<file path="src/rtl/my_demux_seq.sv">
// Registered 1-to-7 demux / serial-to-parallel loader; the receiving end of my_mux.
// Manual writes steer din to the addressed output; auto-scan fills a..g in order.
module my_demux_seq #(
  parameter logic [6:0] RST_VAL      = 7'b0000000,
  parameter bit         CLR_ON_START = 1'b1
) (
  input  logic       clk,
  input  logic       rst,
  input  logic       din,
  input  logic [2:0] addr,
  input  logic       wr_en,
  input  logic       start,
  output logic       a,
  output logic       b,
  output logic       c,
  output logic       d,
  output logic       e,
  output logic       f,
  output logic       g,
  output logic       busy,
  output logic       done,
  output logic       err
);

  typedef enum logic {IDLE, SCAN} state_t;

  state_t     state, state_nxt;
  logic [2:0] cnt, cnt_nxt;
  logic [6:0] q, q_nxt;
  logic       done_nxt, err_nxt;

  always_ff @(posedge clk or posedge rst) begin
    if (rst) begin
      state <= IDLE;
      cnt   <= 3'd0;
      q     <= RST_VAL;
      done  <= 1'b0;
      err   <= 1'b0;
    end else begin
      state <= state_nxt;
      cnt   <= cnt_nxt;
      q     <= q_nxt;
      done  <= done_nxt;
      err   <= err_nxt;
    end
  end

  always_comb begin
    state_nxt = state;
    cnt_nxt   = cnt;
    q_nxt     = q;
    done_nxt  = 1'b0;
    err_nxt   = 1'b0;
    case (state)
      IDLE: begin
        if (start) begin
          // start wins over a same-cycle wr_en; that write is silently dropped
          state_nxt = SCAN;
          cnt_nxt   = 3'd0;
          if (CLR_ON_START) q_nxt = RST_VAL;
        end else if (wr_en) begin
          if (addr == 3'd7) err_nxt = 1'b1;
          for (int i = 0; i < 7; i++)
            if (addr == 3'(i)) q_nxt[i] = din;
        end
      end
      SCAN: begin
        for (int i = 0; i < 7; i++)
          if (cnt == 3'(i)) q_nxt[i] = din;
        if (cnt == 3'd6) begin
          state_nxt = IDLE;
          cnt_nxt   = 3'd0;
          done_nxt  = 1'b1;
        end else begin
          cnt_nxt = cnt + 3'd1;
        end
      end
      default: state_nxt = IDLE;
    endcase
  end

  assign {g, f, e, d, c, b, a} = q;
  assign busy = (state == SCAN);

endmodule

</file>
<file path="config.mk">
export PLATFORM = sky130hd
export DESIGN_NAME = my_demux_seq
export DESIGN_NICKNAME = d
export VERILOG_FILES = /design/src/rtl/my_demux_seq.sv
export SDC_FILE = /design/constraint.sdc
export NUM_CORES = 1
export LEC_CHECK = 0
export ABC_AREA = 0
export CORE_MARGIN = 2
export CORE_UTILIZATION = 45
export CTS_BUF_LIST = sky130_fd_sc_hd__clkbuf_4 sky130_fd_sc_hd__clkbuf_8 sky130_fd_sc_hd__clkbuf_16
export DETAILED_ROUTE_END_ITERATION = 8
export GPL_ROUTABILITY_DRIVEN = 0
export PLACE_DENSITY = 0.73
export SLEW_MARGIN = 10
export SYNTH_ARGS = -nofsm -noshare
export SYNTH_HDL_FRONTEND = slang
export SYNTH_SLANG_ARGS = --single-unit
</file>
<file path="constraint.sdc">
create_clock -name clk -period 1.8 [get_ports clk]
set_input_delay 0.18 -clock clk [delete_from_list [all_inputs] [get_ports clk]]
set_output_delay 0.18 -clock clk [all_outputs]
set_load 0.005 [all_outputs]
</file>
# After elaboration in Yosys (flattened, before gate mapping)
# Cells that the tools add are included.
[word_totals]
reg_bits = 13
latchBits = 0
ramBits = 0
romBits = 0
out_inout_bits = 10
wordCells = 80
memories = 0
[op_classes]
add_sub_neg = 1
n_mul = 0
n_div = 0
magnitude_cmp = 0
n_eq_ne = 29
shift = 0
mux = 29
n_bitwise = 1
n_reduce_logical = 9
[ops]
columns = ["cell", "n"]
rows = [
  ["!= test 3 bit, second input constant", 8],
  ["2-to-1 mux 1 bit", 22],
  ["== test 3 bit, second input constant", 7],
  ["AND reduction 3 bit", 7],
  ["2-to-1 mux 7 bit", 2],
  ["!= test 2 x 1 -> 1 bit, second input constant", 7],
  ["case mux 7 bit (2 select lines)", 1],
  ["== test 3 x 2 -> 1 bit, second input constant", 4],
  ["== test 3 x 1 -> 1 bit, second input constant", 2],
  ["zero test 3 bit", 2],
  ["2-to-1 mux 3 bit", 2],
  ["case mux 3 bit (2 select lines)", 1],
  ["adder 3 x 1 -> 3 bit, second input constant", 1],
  ["!= test 2 bit, second input constant", 1],
  ["case mux 1 bit (2 select lines)", 1],
  ["NOT 1 bit", 1],
]

# Depth between registers and ports, before layout
# Gate-level depths: netlist of the first run.
[logic_depth]
ltp_word = 5
ltp_mapped = 6
depth_no_buf = 5

# Worst setup path before layout of the first run
# No wires, ideal clock.
[synth_path]
path_type = "register to register"
startpoint = "reg cnt[0]"
endpoint = "reg q[3]"
setup_time_ns = 0.069
t_arrival_ns = 1.427
required_time_ns = 1.731
slack_ns = 0.304
path_stages_with_launch = 7
path_buffers = 1
path_cell_list = "dfrtp_1 buf_2 and2_1 ha_1 mux2_4 a311o_1 nand3_1"
[synth_between]
elab_chain_len = 3
[synth_lines]
columns = ["item", "line", "source"]
rows = [
  ["from (decl)", "28", "logic [2:0] cnt, cnt_nxt;"],
  ["from (signal assigned)", "41", "cnt <= cnt_nxt;"],
  ["== test 3 x 2 -> 1 bit", "69", "if (cnt == 3'(i)) q_nxt[i] = din;"],
  ["!= test 2 x 1 -> 1 bit (no line)", "n/a", ""],
  ["AND reduction 3 bit (no line)", "n/a", ""],
  ["to (signal assigned)", "42", "q <= q_nxt;"],
  ["to (decl)", "29", "logic [6:0] q, q_nxt;"],
]
# Every way passes these cells.
# A chain may end at the register's enable or synchronous reset.

# Final worst setup path of the first run
[layout_path]
startpoint = "reg state, in the netlist busy"
endpoint = "out busy"
[layout_lines]
columns = ["item", "line", "source"]
rows = [
  ["from (decl)", "27", "state_t state, state_nxt;"],
  ["from (signal assigned)", "40", "state <= state_nxt;"],
  ["to (decl)", "20", "output logic busy,"],
]
# No word-level cell between the ends.

==> results of run 1 <==
-- worst paths after layout --
check / cells after the start / to / start / slack [ns]
max: 1 / busy / busy$_DFF_PP0_ / 0.25
min: 2 / q[2]$_DFFE_PP0P_ / rst / 0.22
max reg2reg: 5 / q[3]$_DFFE_PP0P_ / cnt[1]$_DFFE_PP0N_ / 0.26
min reg2reg: 2 / q[6]$_DFFE_PP0P_ / q[6]$_DFFE_PP0P_ / 0.56
max in group asynchronous: 2 / cnt[0]$_DFFE_PP0N_ / rst / 1.22
min in group clk: 2 / q[6]$_DFFE_PP0P_ / q[6]$_DFFE_PP0P_ / 0.56
-- synthesized netlist by cell type (2+ instances only) --
cell / number
nor3b_1: 3
buf_2: 3
mux2i_1: 5
o221ai_1: 3
a21oi_1: 2
nand2_1: 7
nand4b_1: 3
nand4_1: 2
nand3_1: 7
nand3b_1: 4
nor2_1: 3
inv_1: 5
dfrtp_1: 13
-- sequential cells by signal, summed over array words and instances (netlist names) --
register	cells
cnt	3
q	7
busy	1
done	1
err	1
-- final cells by class --
cell class                      instances  share of cell area, %
Clock buffer                            4                   2.99
Inverter                                5                   1.87
Multi-Input combinational cell         58                   41.5
Sequential cell                        13                   32.3
Tap cell                               17                   2.11
Timing Repair Buffer                   20                   19.2
-- metal layers --
metal	vias to the layer above	GRT usage (%)	share of wire, %	routed length, µm
li1	342	-	-	-
met1	341	24.3	50	837
met2	19	27.8	44	743
met3	4	3.57	4.8	81
met4	0	3.43	0.83	14
met5	-	0	0	0
-- power groups by stage --
| stage | sequential (mW) | clock (mW) | combinational [mW] |
|---|---|---|---|
| after floorplan | 0.505 | 0 | 0.479 |
| after global placement | 0.538 | 0 | 0.711 |
| after detailed placement | 0.543 | 0 | 0.722 |
| after CTS | 0.538 | 0.203 | 0.726 |
| after global routing | 0.559 | 0.221 | 0.804 |
| final | 0.538 | 0.200 | 0.725 |
-- placed cells by master, fill, tap and decap left out, types with 2 or more instances in the layout --
master	n
buf_4	3
inv_1	5
nand3_1	7
a21oi_1	2
mux2i_1	5
nand2_1	7
clkdlybuf4s50_1	17
nor2_1	3
nor3b_1	3
nand4_1	2
nand4b_1	3
clkbuf_4	4
dfrtp_1	13
nand3b_1	4
o221ai_1	3
-- cell families (layout without fill, tap and decap cells) --
kind of cell / after synthesis / in the layout / synth area share, %
buf+inv: 10 / 29 / 6.16
simple gates: 38 / 38 / 30.3
compound gates: 12 / 12 / 11.2
flops: 13 / 13 / 41.1
fa+ha+maj: 1 / 1 / 1.58
mux: 7 / 7 / 9.64
-- per-stage QoR --
| step | instances | area (µm²) | setup WS [ns] | util, % | hold slack (ns) |
|---|---|---|---|---|---|
| after floorplan | 81 | 792 | 0.304 | - | 0.0570 |
| after global placement | 113 | 976 | 0.271 | 57.8 | 0.537 |
| after detailed placement | 113 | 976 | 0.217 | 57.8 | 0.540 |
| after CTS | 117 | 1010 | 0.240 | 59.6 | 0.241 |
| after global routing | 117 | 1010 | 0.178 | 59.6 | 0.278 |
| final | 117 | 1010 | 0.250 | 59.6 | 0.224 |
==> flow_metrics.tcl, run 1 <==
set metrics [dict create \
    finalCritPeriodShare_pct 86.1 \
    numCtsBuffers 3 \
    netlist_area_um2 792 \
    io_buffers 17 \
    ff_latch_area_um2 325 \
    wl_per_cell_um 14.3 \
    ys_types 34 \
    p_int_mw 0.929 \
    cp_max_fo 11 \
    num_vias 706 \
    crit_path_top_delay_cell "clkdlybuf4s50_1" \
    hpwlAfterDp_um 1220 \
    grt_overflow 0 \
    hp-class "in2async" \
    ys_ff_latch 13 \
    h-tree-depth 1 \
    period_needed_ns 1.55 \
    track_usage_pct 17.4 \
    antenna_found_initial 0 \
    fmax_mhz 645 \
    worstMarginPinSlew_ns 0.517 \
    rows 15 \
    p_comb_share_pct 49.5 \
    start_kind "flop" \
    avgSynthCellArea_um2 9.78 \
    fill_cells 147 \
    power_switching_mw 0.535 \
    critPathMaxStageDelay_ns 0.57 \
    arrival_ns 1.37 \
    cts.reportedPaths.clkPinSlew_ns 0.09 \
    cts_root_buf "clkbuf_4" \
    grt_max_degree 14 \
    worstPathCellList "clkdlybuf4s50_1" \
    core_area_um2 1690 \
    cts_sinks 13 \
    path_class "reg2out" \
    required_ns 1.62 \
    io_pins 18 \
    cts-resized-gates 0 \
    critPathBufInv 1 \
    die_y_um 46.0 \
    power_density_nw_per_um2 1460 \
    synth-async-reset-ratio_pct 100 \
    synth_area_leaders "dfrtp_1, mux2i_1, nand3_1" \
    ir_drop_uv 807 \
    yosysWarnings 0 \
    die-area_um2 2110 \
    remaining_drc_errors 0 \
    drv_cap 0 \
    clk_latency_ns 0.28 \
    status "finished clean" \
    yosysTopAreaCell "dfrtp_1" \
    cts_setup_buffers 0 \
    finalPower_mw 1.46 \
    via_per_inst 6.03 \
    grt_pass1_vias 592 \
    tritoncts "done" \
    layout.nets 110 \
    cts-hold-fix-buffers 0 \
    multi_input_area_um2 418 \
    clk_path_buf_depth 2 \
    synth_top_area_share_pct 41.1 \
    initial_core_util_pct 46.9 \
    wirelength_um 1680 \
    tns_ns 0 \
    fin_skew_ns 0.00962 \
    hold_violations 0 \
    die-width_um 46.0 \
    synthFlopType "dfrtp_1" \
    maxSlewViolCount 0 \
    setup_viol 0 \
    p_seq_share_pct 36.8 \
    first_iter_violations 12 \
    synth_nets 90 \
    synth_cells 81 \
    slew_headroom_pct 65.5 \
    p_leak_nw 0.432 \
    cp-end-kind "primary output" \
    switching_share_pct 36.5 \
    power_frac_clock_pct 13.7 \
    ys_seq_area_share_pct 41.1 \
    ant_nets 0 \
    grt_pass1_wl_um 2630 \
    antennaDiodeCount 0 \
    drive_gt1_share_pct 12.0 \
    synth_edf_count 0 \
    crit_family "buffers and inverters" \
    dr.pass1.iters 4 \
    rsz0062_at_grt "no" \
    area_delta_synth_final_pct 27.0 \
]
No activity file was read; power rests on OpenSTA's default activity.
==> run 2: changes to the inputs <==
PLACE_DENSITY = unset   (was 0.73)
PLACE_DENSITY_LB_ADDON = 0.05   (was unset)
==> flow_metrics.tcl, run 2 (same netlist as run 1, synthesis figures left out) <==
set metrics [dict create \
    tritoncts "done" \
    multi_input_area_um2 418 \
    remaining_drc_errors 0 \
    status "finished clean" \
    largest_register_ffs 7 \
    grt_pass1_vias 600 \
    cp_max_fo 11 \
    layout_common_cells "clkdlybuf4s50_1, dfrtp_1, nand2_1, nand3_1" \
    grt_max_degree 14 \
    wl_per_cell_um 14.8 \
    die_y_um 46.0 \
    fin_skew_ns 0.00753 \
    cts-hold-fix-buffers 0 \
    grt_overflow 0 \
    dpl_cell_area_um2 976 \
    dr.pass1.iters 4 \
    arrival_ns 1.39 \
    initial_core_util_pct 46.9 \
    cts-resized-gates 0 \
    grt_pass1_wl_um 2820 \
    layout.nets 110 \
    power_density_nw_per_um2 1440 \
    h-tree-depth 1 \
    period_needed_ns 1.57 \
    antenna_found_initial 0 \
    ant_nets 0 \
    fill_cells 157 \
    worstMarginPinSlew_ns 0.517 \
    clk_path_buf_depth 2 \
    mostFrequentLayoutCell "clkdlybuf4s50_1" \
    drv_cap 0 \
    p_leak_nw 0.431 \
    hpwlAfterDp_um 1270 \
    ff_latch_area_um2 325 \
    holdWs_ns 0.226 \
    die-width_um 46.0 \
    p_comb_share_pct 50.1 \
    crit_path_top_delay_cell "clkdlybuf4s50_1" \
    critPathBufInv 1 \
    area_delta_synth_final_pct 26.7 \
    ir_drop_uv 823 \
    core_area_um2 1690 \
    crit_family "buffers and inverters" \
    r2r_slack_ns 0.25 \
    p_int_mw 0.910 \
    io_buffers 17 \
    rows 15 \
    die-area_um2 2110 \
    reg_top3 "q (7), cnt (3)" \
    setup_viol 0 \
    tns_ns 0 \
    start_kind "flop" \
    antennaDiodeCount 0 \
    critPathMaxStageDelay_ns 0.57 \
    rsz0062_at_grt "no" \
    drive_gt1_share_pct 12.0 \
    r2r-start "cnt[1]$_DFFE_PP0N_" \
    track_usage_pct 19.1 \
    largest-register "q" \
    hold_violations 0 \
    wirelength_um 1740 \
    maxSlewViolCount 0 \
    hp-class "in2async" \
    path_class "reg2out" \
    p_seq_share_pct 37.3 \
    fmax_mhz 637 \
    first_iter_violations 10 \
    clk_latency_ns 0.27 \
    numCtsBuffers 3 \
    via_per_inst 5.80 \
    worstPathCellList "clkdlybuf4s50_1" \
    switching_share_pct 36.8 \
    power_switching_mw 0.531 \
    required_ns 1.62 \
    slew_headroom_pct 65.5 \
    finalCritPeriodShare_pct 87.2 \
    cts_sinks 13 \
    cts_root_buf "clkbuf_4" \
    reg2reg_depth 5 \
    power_frac_clock_pct 12.6 \
    num_vias 679 \
    io_pins 18 \
    cts_setup_buffers 0 \
    cp-end-kind "primary output" \
    cts.reportedPaths.clkPinSlew_ns 0.09 \
    final_cell_area_um2 1000 \
    rr_endpoint "q[3]$_DFFE_PP0P_" \
]
## run 2: cell types whose count changed in the layout (fill, tap and decap cells not counted), sizes merged
cell    change
clkbuf      -1
clkinv      +1
## run 2: metal layers
metal	track usage, %	vias up	routed length (µm)
li1	-	342	-
met1	27.0	322	889
met2	28.6	13	787
met3	3.97	2	46
met4	6.86	0	13
met5	0	-	0
## run 2: per-stage QoR
step | instances | utilization [%] | total power [mW] | setup WS (ns)
final | 117 | 59.4 | 1.44 | 0.230
after detailed placement | 113 | 57.8 | 1.27 | 0.233
after global placement | 113 | 57.8 | 1.25 | 0.271
after global routing | 117 | 59.4 | 1.58 | 0.150
after floorplan | 81 | - | 0.984 | 0.304
after CTS | 117 | 59.4 | 1.45 | 0.216
## run 2: how the worst max path moves through the flow
| stage | slack (ns) | end | depth (start not counted) | startpoint |
|---|---|---|---|---|
| 2_1_floorplan | 0.30 | q[3]$_DFFE_PP0P_ | 6 | cnt[0]$_DFFE_PP0N_ |
| 3_3_place_gp | 0.27 | q[0]$_DFFE_PP0P_ | 4 | addr[0] |
| 3_5_place_dp | 0.23 | q[0]$_DFFE_PP0P_ | 4 | addr[0] |
| 4_1_cts | 0.22 | busy | 1 | busy$_DFF_PP0_ |
| 5_1_grt | 0.15 | busy | 1 | busy$_DFF_PP0_ |
| 6_report | 0.23 | busy | 1 | busy$_DFF_PP0_ |
## run 2: final cells by class
class | count | area share, %
clock buffer | 3 | 2.24
clock inverter | 1 | 0.499
inverter | 5 | 1.87
multi-input combinational | 58 | 41.6
sequential | 13 | 32.4
tap | 17 | 2.12
timing repair buffer | 20 | 19.2
## run 2: power groups by stage
stage	registers [mW]	clock network, mW	logic, mW
after floorplan	0.505	0	0.479
after global placement	0.536	0	0.716
after detailed placement	0.539	0	0.729
after CTS	0.536	0.189	0.729
after global routing	0.558	0.213	0.811
final	0.537	0.181	0.722
==> run 3: changes to the inputs <==
CAP_MARGIN = 25   (was unset)
==> results of run 3 <==
Same layout as run 2: the final DEF is identical, and so are final timing and power.
